## src/rtl/wr_trans_sched.sv

```systemverilog
// Round-robin write-transaction scheduler that launches a shared AW/W/B handler trio.
// Defining WR_SCHED_TIMEOUT_EN adds a watchdog that bounds the WAIT state.
package wr_trans_sched_pkg;
  typedef struct packed {
    logic [15:0] addr;
    logic [7:0]  burst_len;
  } trans_data_t;
endpackage

// state  | meaning
// IDLE   | arbitrate requesters, accept or reject one descriptor per cycle
// LAUNCH | hold until all handlers are ready, then pulse the three enables
// WAIT   | wait for all handlers to return to ready (first cycle ignored)
module wr_trans_sched
  import wr_trans_sched_pkg::*;
#(
  parameter int  NUM_REQ        = 4,
  parameter int  TIMEOUT_CYCLES = 1024,
  localparam int ID_W           = $clog2(NUM_REQ)
) (
  input  logic                      clk_i,
  input  logic                      rst_ni,
  input  logic [NUM_REQ-1:0]        req_valid_i,
  input  trans_data_t [NUM_REQ-1:0] req_data_i,
  output logic [NUM_REQ-1:0]        req_ready_o,
  output trans_data_t               trans_data_o,
  output logic                      aw_en_o,
  output logic                      w_en_o,
  output logic                      b_en_o,
  input  logic                      aw_ready_i,
  input  logic                      w_ready_i,
  input  logic                      b_ready_i,
  output logic                      busy_o,
  output logic                      done_o,
  output logic                      err_o,
  output logic                      timeout_o,
  output logic [ID_W-1:0]           resp_id_o
);

  if (NUM_REQ < 2 || NUM_REQ > 16 || TIMEOUT_CYCLES < 1 || TIMEOUT_CYCLES > 65535) begin : g_cfg_check
    $error("wr_trans_sched: parameter out of range");
  end

  typedef enum logic [1:0] {IDLE, LAUNCH, WAIT} state_t;

  state_t            state_q;
  logic [ID_W-1:0]   rr_q;
  logic [ID_W-1:0]   id_q;
  trans_data_t       trans_data_q;
  logic              err_q;
  logic              wait_first_q;

  logic [ID_W-1:0]   win;
  logic [ID_W-1:0]   rr_nxt;
  logic [ID_W:0]     sum;
  logic              any_valid;
  logic              all_ready;
  logic              launch;
  logic              done_w;
  logic              timeout_w;

  // Scan from the highest offset down so the lowest offset from rr_q wins.
  always_comb begin
    win       = rr_q;
    any_valid = 1'b0;
    sum       = '0;
    for (int i = NUM_REQ - 1; i >= 0; i--) begin
      sum = {1'b0, rr_q} + (ID_W+1)'(i);
      if (sum >= (ID_W+1)'(NUM_REQ)) sum = sum - (ID_W+1)'(NUM_REQ);
      if (req_valid_i[sum[ID_W-1:0]]) begin
        win       = sum[ID_W-1:0];
        any_valid = 1'b1;
      end
    end
  end

  assign rr_nxt = (win == ID_W'(NUM_REQ - 1)) ? '0 : win + ID_W'(1);

  always_comb begin
    req_ready_o = '0;
    if (state_q == IDLE && any_valid) req_ready_o[win] = 1'b1;
  end

  assign all_ready = aw_ready_i && w_ready_i && b_ready_i;
  assign launch    = (state_q == LAUNCH) && all_ready;
  assign done_w    = (state_q == WAIT) && !wait_first_q && all_ready;

`ifdef WR_SCHED_TIMEOUT_EN
  logic [15:0] wait_cnt_q;
  // Counter reads k-1 in the k-th WAIT cycle, so the limit fires in cycle TIMEOUT_CYCLES.
  assign timeout_w = (state_q == WAIT) && !done_w && (wait_cnt_q == 16'(TIMEOUT_CYCLES - 1));
`else
  assign timeout_w = 1'b0;
`endif

  always_ff @(posedge clk_i or negedge rst_ni) begin
    if (!rst_ni) begin
      state_q      <= IDLE;
      rr_q         <= '0;
      id_q         <= '0;
      trans_data_q <= '0;
      err_q        <= 1'b0;
      wait_first_q <= 1'b0;
`ifdef WR_SCHED_TIMEOUT_EN
      wait_cnt_q   <= '0;
`endif
    end else begin
      err_q <= 1'b0;
      case (state_q)
        IDLE: begin
          if (any_valid) begin
            trans_data_q <= req_data_i[win];
            id_q         <= win;
            rr_q         <= rr_nxt;
            // A zero-length burst would underflow the handlers' beat counters.
            if (req_data_i[win].burst_len == 8'd0) err_q   <= 1'b1;
            else                                   state_q <= LAUNCH;
          end
        end
        LAUNCH: begin
          if (all_ready) begin
            state_q      <= WAIT;
            wait_first_q <= 1'b1;
`ifdef WR_SCHED_TIMEOUT_EN
            wait_cnt_q   <= '0;
`endif
          end
        end
        WAIT: begin
          wait_first_q <= 1'b0;
`ifdef WR_SCHED_TIMEOUT_EN
          wait_cnt_q   <= wait_cnt_q + 16'd1;
`endif
          if (done_w || timeout_w) state_q <= IDLE;
        end
        default: state_q <= IDLE;
      endcase
    end
  end

  assign trans_data_o = trans_data_q;
  assign aw_en_o      = launch;
  assign w_en_o       = launch;
  assign b_en_o       = launch;
  assign busy_o       = (state_q != IDLE);
  assign done_o       = done_w;
  assign err_o        = err_q;
  assign timeout_o    = timeout_w;
  assign resp_id_o    = id_q;

endmodule

```

## config.mk

```make
export PLATFORM = sky130hd
export DESIGN_NAME = wr_trans_sched
export DESIGN_NICKNAME = d
export VERILOG_FILES = /design/src/rtl/wr_trans_sched.sv
export SDC_FILE = /design/constraint.sdc
export NUM_CORES = 1
export LEC_CHECK = 0
export CORE_MARGIN = 10
export CORE_UTILIZATION = 37
export DETAILED_ROUTE_END_ITERATION = 10
export MAX_ROUTING_LAYER = met4
export PLACE_DENSITY = 0.77
export SLEW_MARGIN = 5
export SYNTH_ARGS = -nofsm -noshare
export SYNTH_HDL_FRONTEND = slang
export SYNTH_SLANG_ARGS = --single-unit
```

## constraint.sdc

```tcl
create_clock -name clk_i -period 2.8 [get_ports clk_i]
set_input_delay 0.56 -clock clk_i [delete_from_list [all_inputs] [get_ports clk_i]]
set_output_delay 0.56 -clock clk_i [all_outputs]
set_load 0.03 [all_outputs]
```

==> flow_summary.toml, run 1 <==
[synthesis]
ys.flop_type = "dfrtp_1"
synth_area_leaders = "dfrtp_1 (36%), nand2_1 (20%), nand3_1 (20%)"
synth_common_cells = "nand2_1 (120), nand3_1 (89), dfrtp_1 (32)"
syn-cell-area_sq_mm = 0.00225
yosysTopAreaCellShare_pct = 35.6
seq_area_frac_synth_pct = 35.6
ys_async_sr_fraction_pct = 100
avgSynthCellArea_sq_um = 6.81
synth-seq-cells = 32
syn-num-nets = 439
yosysMostFrequentCell = "nand2_1"
ys_warn_count = 0
synth_area_leader_cell = "dfrtp_1"
synth.distinct_cells = 34
synth_cells = 330
synth_edf_count = 0

[detailed_routing]
drtAntennaViolNets = 0
route.detailed.drc = 0
drt_iter0_drc = 156
dr.pass1.iters = 4
totalWireLength_mm = 8.75
vias = 2808
wire_per_inst_microns = 15.9
avgViaCountPerCell = 5.11

[clock_network]
clockBufferDepth = 2
clk_pin_slew_ps = 60
cts.sinks = 32
clk_latency_ps = 270
cts_max_level = 2
cts_tree = "built"
cts_hold_buf = 0
cts-root-buf = "clkbuf_8"
cts_buffers = 5

[timing]
period_minus_slack_ps = 2750
tightestPinTransition_ps = 706
skew_ps = 6.95
maxSlewHeadroom_pct = 52.9
fin_setup_tns_ps = 0
rsz0062_at_grt = "true"
hold_violations = 0
fin_crit_sh_pct = 98.2
max_freq_mhz = 364
setup_viol = 0
slew_violations = 0

[placement]
placed_area_sq_mm = 0.00377
placedCellCount = 541
port_buffers = 140
hpwlAfterDp_mm = 6.95
gp_congestion = 0.889

[layout]
drive_above_1_share_pct = 10.5
diodes = 0
final_util_pct = 65.4
area_growth_syn_to_layout_pct = 72.3
final.fill_count = 543
fin_nets = 583
instances_no_fill = 549
final_area_sq_mm = 0.00387

[global_route]
grt_antenna_before_repair = 0
grt_max_degree = 33
grt_pass1_vias = 2780
grt_pass1_wl_mm = 13.8
grt_remaining_overflow = 0
track_usage_pct = 17.6

[setup_path]
critPathArrivalTime_ps = 2190
cp_max_fo = 17
critPathRequiredTime_ps = 2240
cp-start-kind = "input port"
slowest_delay_ps = 300
crit_chain = "dlygate4sd2_1 > buf_4 > a2bb2oi_2 > o221a_2 > buf_4 > ha_1 > and2_1 > buf_12"
worstSetupPathType = "in -> out"
path_delay_family = "buffers and inverters"
cp_common_cell = "buf_4"
path_buf_inv = 4
crit_slowest_cell = "dlygate4sd2_1"
end_kind = "output port"

[power]
p_clk_share_pct = 8.9
p_per_area_mw_per_mm2 = 926
seqPwrFrac_pct = 22.8
netSwitchingFraction_pct = 48.3
leakagePower_nw = 1.75
combPwrFrac_pct = 68.3
power_switching_w = 0.00173
ir_drop_mv = 0.657
totalPowerFinal_w = 0.00359
internal-power_w = 0.00186

[floorplan]
io_pins = 142
fp.dieArea_sq_mm = 0.00960
die_y_microns = 98.0
start_util_pct = 38.0
row_count = 28
core_area_sq_mm = 0.00592
die_x_microns = 98.0

[run_status]
status = "finished clean"

[min_path]
hold_path.class = "in -> async"

[run]
max_cap_violations = 0
## registers in the layout (all words and copies together), names as in the netlist
signal / count
state_q: 2
resp_id_o: 2
err_o: 1
rr_q: 2
trans_data_o: 24
wait_first_q: 1
## cell type report
cell class                 count  area, sq um  share of cell area, %
clock buffer                   6         72.6                   1.87
clock inverter                 1         5.00                  0.129
inverter                       4         15.0                  0.387
multi-input combinational    268         1310                   33.9
sequential                    32          801                   20.7
tap                           75         93.8                   2.42
timing repair buffer         163         1570                   40.6
## power groups by stage
stage	Clock [W]	Sequential, W	Combinational [W]
global placement	0	0.000812	0.00239
CTS	0.000330	0.000816	0.00247
detailed placement	0	0.000822	0.00243
finish	0.000320	0.000818	0.00245
global route	0.000349	0.000846	0.00269
floorplan	0	0.00117	0.00110
## cell usage in the layout (no fill, tap or decap), types with 2 or more instances in the layout
cell type        instances
buf_4                   26
clkbuf_8                 5
nand2_1                119
buf_12                   2
o21ai_0                 18
or2_2                    2
a22oi_1                  3
dfrtp_1                 32
nor2_1                   2
nand3_1                 89
clkdlybuf4s50_1        129
and2_1                   4
dlygate4sd2_1            3
inv_1                    2
o21ai_1                  5
nor4_1                   2
nor2b_2                  2
ha_1                     4
## worst paths after layout
path	start	slack (ps)	cells after the start	endpoint
worst max-delay path	req_valid_i[3]	50	8	req_ready_o[1]
worst min-delay path	rst_ni	340	1	resp_id_o[0]
worst max register to register	rr_q[0]	650	8	state_q[0]
worst min register to register	trans_data_o[7]	470	2	trans_data_o[7]
max in group asynchronous	rst_ni	2020	1	trans_data_o[7]
min in group clk_i	trans_data_o[7]	470	2	trans_data_o[7]
## layer usage
| metal | track usage (%) | share of wire, % | up-vias |
|---|---|---|---|
| li1 | - | - | 1400 |
| met1 | 19.7 | 41 | 1303 |
| met2 | 29.8 | 51 | 94 |
| met3 | 5.07 | 6.2 | 11 |
| met4 | 4.92 | 1.6 | 0 |
| met5 | - | 0 | - |
## timing repair
| item | in CTS | in global routing |
|---|---|---|
| pin swaps | 1 | 1 |
| resized for setup | 12 | 4 |
| setup endpoints to repair | 4 | 3 |
| setup buffers | 1 | 0 |
## through the flow
step,setup slack (ps),hold WS [ps]
after detailed placement,-435,462
after global placement,-350,457
after CTS,62.1,354
final,50.1,338
after global routing,-28.5,392
after floorplan,126,264
## worst register-to-register path, cell delays in order, from the launching register on
cell,delay [ps]
dfrtp_1,400
nor2b_2,200
a2bb2oi_2,150
o221a_2,260
buf_4,250
nand3_1,140
a22oi_2,240
nand4_1,160
a32o_1,240
## cells by family after synthesis
kind of cell | count (synthesis) | share of synthesized area [%]
AO/OA/AOI/OAI | 33 | 8.90
adder cells (fa/ha/maj) | 4 | 2.23
buffers and inverters | 30 | 6.68
flip-flops | 32 | 35.6
other | 1 | 0.167
AND/OR/NAND/NOR | 230 | 46.4
Power figures use the tool's default switching activity.
==> run 2: changes to the inputs <==
--- a/config.mk
+++ b/config.mk
@@ -6,10 +6,11 @@
 export NUM_CORES = 1
 export LEC_CHECK = 0
 export CORE_MARGIN = 10
-export CORE_UTILIZATION = 37
+export CORE_UTILIZATION = 38
+export CTS_BUF_LIST = sky130_fd_sc_hd__clkbuf_8
 export DETAILED_ROUTE_END_ITERATION = 10
 export MAX_ROUTING_LAYER = met4
-export PLACE_DENSITY = 0.77
+export PLACE_DENSITY = 0.79
 export SLEW_MARGIN = 5
 export SYNTH_ARGS = -nofsm -noshare
 export SYNTH_HDL_FRONTEND = slang
==> run 2 against run 1 <==
Cell count rose by 0.55%. Hold slack better by 25 ps. Clock power rose by 37%. Total power up 6.9%. Via count is 2.1% higher. Sequential cell count unchanged. Non-clock buffer count rose by 5. First-iteration DRC count up 17%. Combinational power grew 5%. Clock-buffer cell count fell by 1. Clock skew up 2.9 ps. Largest cell class unchanged. Largest power group unchanged.
==> flow_summary.toml, run 2 (synthesis results as in run 1) <==
[run_status]
status = "finished clean"

[floorplan]
start_util_pct = 40.1
die_y_microns = 96.9
core_area_sq_mm = 0.00561
fp.dieArea_sq_mm = 0.00939
die_x_microns = 96.9
io_pins = 142
row_count = 27

[placement]
port_buffers = 140
gp_congestion = 0.820
hpwlAfterDp_mm = 7.10

[setup_path]
critPathRequiredTime_ps = 2240
rr_worst_depth = 9
reg2reg_from = "rr_q[0]"
end_kind = "output port"
regToRegSetupSlack_ps = 510
worstSetupPathType = "in -> out"
cp_max_fo = 26
r2r_end = "state_q[0]"
critPathArrivalTime_ps = 2130
cp-start-kind = "input port"

[detailed_routing]
avgViaCountPerCell = 5.19
dr.pass1.iters = 7
totalWireLength_mm = 9.19
vias = 2866
route.detailed.drc = 0
wire_per_inst_microns = 16.6
drt_iter0_drc = 182
drtAntennaViolNets = 0

[timing]
hold_slack_ps = 363
slew_violations = 0
setup_viol = 0
maxSlewHeadroom_pct = 43.9
fin_crit_sh_pct = 96.0
skew_ps = 9.80
hold_violations = 0
rsz0062_at_grt = "false"
period_minus_slack_ps = 2690
max_freq_mhz = 372
tightestPinTransition_ps = 842

[clock_network]
cts-root-buf = "clkbuf_8"
clk_latency_ps = 290
cts_hold_buf = 0
clockBufferDepth = 2
clk_pin_slew_ps = 70
cts_tree = "built"
cts.sinks = 32
cts_max_level = 2
cts_buffers = 5

[global_route]
grt_pass1_wl_mm = 15.0
grt_max_degree = 34
grt_remaining_overflow = 0
grtUsageMet1_pct = 20.8
grt_antenna_before_repair = 0
track_usage_pct = 19.4
busiest_layer = "met2"
met2_usage_pct = 34.2
grt_pass1_vias = 2885
use_met3_pct = 5.32

[power]
ir_drop_mv = 0.808
totalPowerFinal_w = 0.00383
leakagePower_nw = 1.83
p_per_area_mw_per_mm2 = 959

[layout]
mostFrequentLayoutCell = "clkdlybuf4s50_1"
area_growth_syn_to_layout_pct = 77.7
largest_register_ffs = 24
diodes = 0
drive_above_1_share_pct = 11.5
fin_nets = 588
most-common-layout-cells = "clkdlybuf4s50_1 (129), nand2_1 (119), nand3_1 (89)"

[run]
max_cap_violations = 0

[min_path]
hold_path.class = "in -> async"
==> run 2: cell count changes in the layout (fill, tap and decap cells not counted), sizes merged <==
| cell | before | now |
|---|---|---|
| buf | 29 | 33 |
| bufbuf | 0 | 1 |
| bufinv | 0 | 1 |
| clkbuf | 7 | 6 |
| inv | 3 | 4 |
==> run 2: critical path, stage by stage <==
cell,delay [ps]
dlygate4sd2_1,280
nor2b_1,180
a2bb2oi_2,150
o221a_2,240
inv_2,60
buf_8,170
ha_1,200
and2_1,140
buf_6,140
==> run 2: how the worst max path moves through the flow <==
stage,start,end
2_1_floorplan,req_valid_i[3],req_ready_o[0]
3_3_place_gp,req_valid_i[3],req_ready_o[2]
3_5_place_dp,req_valid_i[3],req_ready_o[0]
4_1_cts,req_valid_i[3],req_ready_o[0]
5_1_grt,req_valid_i[3],req_ready_o[0]
6_report,req_valid_i[0],req_ready_o[0]
==> run 2: final cells by class <==
cell class,instances,area [sq um]
Timing Repair Buffer,168,1650
Fill cell,485,1610
Multi-Input combinational cell,268,1330
Sequential cell,32,801
Tap cell,72,90.1
Clock buffer,5,68.8
Clock inverter,3,38.8
Inverter,4,15.0
==> run 2: per-layer routing <==
layer,up-vias,wire length [microns]
li1,1406,-
met1,1354,3590
met2,94,4880
met3,12,577
met4,0,140
met5,-,0
==> run 2: power by group <==
group / switching (W) / internal, W
Clock: 0.000178 / 0.000260
Combinational: 0.00147 / 0.00110
Sequential: 0.000145 / 0.000683
Total: 0.00179 / 0.00204
==> run 2: timing repair <==
action                                  4_1_cts  5_1_grt
endpoints found under the setup margin        4        0
resized for setup                            25        0
buffers inserted                              3        0
==> run 2: metrics by stage <==
step / std cells / cell area (sq um) / utilization, % / worst slack (ps) / TNS [ps]
after floorplan: 330 / 2250 / - / 126 / 0
after global placement: 540 / 3780 / 67.4 / -370 / -1420
after detailed placement: 540 / 3780 / 67.4 / -445 / -3520
after CTS: 552 / 4000 / 71.2 / 94.6 / 0
after global routing: 552 / 4000 / 71.2 / 9.84 / 0
final: 552 / 4000 / 71.2 / 113 / 0
==> run 3: changes to the inputs <==
--- a/config.mk
+++ b/config.mk
@@ -10,7 +10,7 @@
 export CTS_BUF_LIST = sky130_fd_sc_hd__clkbuf_8
 export DETAILED_ROUTE_END_ITERATION = 10
 export MAX_ROUTING_LAYER = met4
-export PLACE_DENSITY = 0.79
+export PLACE_DENSITY_LB_ADDON = 0.08
 export SLEW_MARGIN = 5
 export SYNTH_ARGS = -nofsm -noshare
 export SYNTH_HDL_FRONTEND = slang
==> run 3 against run 2 <==
Sequential cell count unchanged. Routed wire length down 2.6%. Critical endpoint unchanged. Clock-buffer cell count up 1. Die area unchanged. Global-route usage down 0.54 points. Fmax down 0.67%. Sequential share of layout area up 0.33 points. Critical path depth unchanged. Clock power down 16%.
==> flow_summary.toml, run 3 (synthesis results as in run 1) <==
[setup_path]
r2r_end = "state_q[0]"
worstSetupEndpoint = "req_ready_o[0]"
critPathRequiredTime_ps = 2240
regToRegSetupSlack_ps = 590
end_kind = "output port"
rr_worst_depth = 7
cp-startpoint = "req_valid_i[3]"
cp-start-kind = "input port"
worstSetupPathType = "in -> out"
critPathArrivalTime_ps = 2150
cp_max_fo = 7
reg2reg_from = "rr_q[1]"

[timing]
hold_violations = 0
maxSlewHeadroom_pct = 51.0
fin_crit_sh_pct = 96.6
max_freq_mhz = 370
rsz0062_at_grt = "false"
skew_ps = 7.90
setup_viol = 0
slew_violations = 0
tightestPinTransition_ps = 735
period_minus_slack_ps = 2710

[global_route]
grt_antenna_before_repair = 0
grtUsageMet1_pct = 21.0
busiest_layer = "met2"
use_met3_pct = 5.39
grt_remaining_overflow = 0
grt_pass1_wl_mm = 14.6
track_usage_pct = 18.8
met2_usage_pct = 32.7
grt_pass1_vias = 2912
grt_max_degree = 34

[floorplan]
start_util_pct = 40.1
row_count = 27
io_pins = 142
fp.dieArea_sq_mm = 0.00939
die_y_microns = 96.9
die_x_microns = 96.9
core_area_sq_mm = 0.00561

[layout]
final.fill_count = 499
diodes = 0
instances_no_fill = 543
drive_above_1_share_pct = 10.4
most-common-layout-cells = "clkdlybuf4s50_1 (129), nand2_1 (119), nand3_1 (89)"
fin_nets = 579
area_growth_syn_to_layout_pct = 74.8
largest_register_ffs = 24
mostFrequentLayoutCell = "clkdlybuf4s50_1"

[power]
internal-power_w = 0.00194
combPwrFrac_pct = 68.0
power_switching_w = 0.00177
ir_drop_mv = 0.742
netSwitchingFraction_pct = 47.7
p_per_area_mw_per_mm2 = 944
p_clk_share_pct = 9.9
leakagePower_nw = 1.78
totalPowerFinal_w = 0.00371
seqPwrFrac_pct = 22.2

[detailed_routing]
avgViaCountPerCell = 5.14
drt_iter0_drc = 152
wire_per_inst_microns = 16.5
route.detailed.drc = 0
vias = 2793
dr.pass1.iters = 4
drtAntennaViolNets = 0
totalWireLength_mm = 8.95

[clock_network]
cts_buffers = 5
cts_tree = "built"
cts_hold_buf = 0
clockBufferDepth = 2
cts-root-buf = "clkbuf_8"
clk_latency_ps = 280
cts.sinks = 32
clk_pin_slew_ps = 70
cts_max_level = 2

[placement]
hpwlAfterDp_mm = 6.93
gp_congestion = 0.769
port_buffers = 140
placedCellCount = 532

[min_path]
hold_path.class = "in -> async"

[run_status]
status = "finished clean"

[run]
max_cap_violations = 0
[run 3: layer usage]
metal	share of wire, %	routed length [microns]	vias up
met5	0	0	-
met4	1.2	111	0
met3	7.5	670	10
met2	51	4570	99
met1	40	3600	1289
li1	-	-	1395
[run 3: final cells by class]
| cell class | instances | area (sq um) | area share (%) |
|---|---|---|---|
| clock buffer | 6 | 82.6 | 2.10 |
| clock inverter | 2 | 10.0 | 0.255 |
| inverter | 4 | 15.0 | 0.382 |
| multi-input combinational | 268 | 1330 | 33.9 |
| sequential | 32 | 801 | 20.4 |
| tap | 72 | 90.1 | 2.29 |
| timing repair buffer | 159 | 1600 | 40.7 |
[run 3: worst max-delay path, stage by stage]
cell and delay (ps):
clkdlybuf4s15_1 280, or3_4 460, nand4b_4 120, nand2_4 100, buf_12 150, clkinv_1 70, ha_1 140, and2_4 150
buf_12 110
[run 3: power by group through the flow]
stage	sequential, W	combinational, W	clock, W
floorplan	0.00117	0.00110	0
global placement	0.000816	0.00236	0
detailed placement	0.000828	0.00239	0
CTS	0.000823	0.00254	0.000373
global route	0.000851	0.00277	0.000397
finish	0.000822	0.00252	0.000366
[run 3: worst min path at each step]
stage,cells past startpoint,slack [ps],startpoint,endpoint
after floorplan,0,260,rst_ni,err_o
after global placement,2,460,trans_data_o[14],trans_data_o[14]
after detailed placement,2,460,trans_data_o[9],trans_data_o[9]
after CTS,1,350,rst_ni,resp_id_o[0]
after global routing,1,380,rst_ni,state_q[1]
final,1,320,rst_ni,state_q[1]
[run 3: repair_timing]
action,in CTS,in global routing
gates resized for setup,26,1
cloned,1,0
setup endpoints to repair,4,1
pin swaps,1,0
buffers inserted,2,0
[run 3: through the flow]
step                      instance area [sq um]  setup slack, ps  utilization (%)  TNS (ps)  hold slack, ps
after floorplan                            2250              126                -         0             264
after global placement                     3730             -383             66.6     -1420             457
after detailed placement                   3730             -448             66.6     -2620             462
after CTS                                  3930             93.2             70.1         0             352
after global routing                       3930             18.8             70.1         0             378
final                                      3930             94.6             70.1         0             324
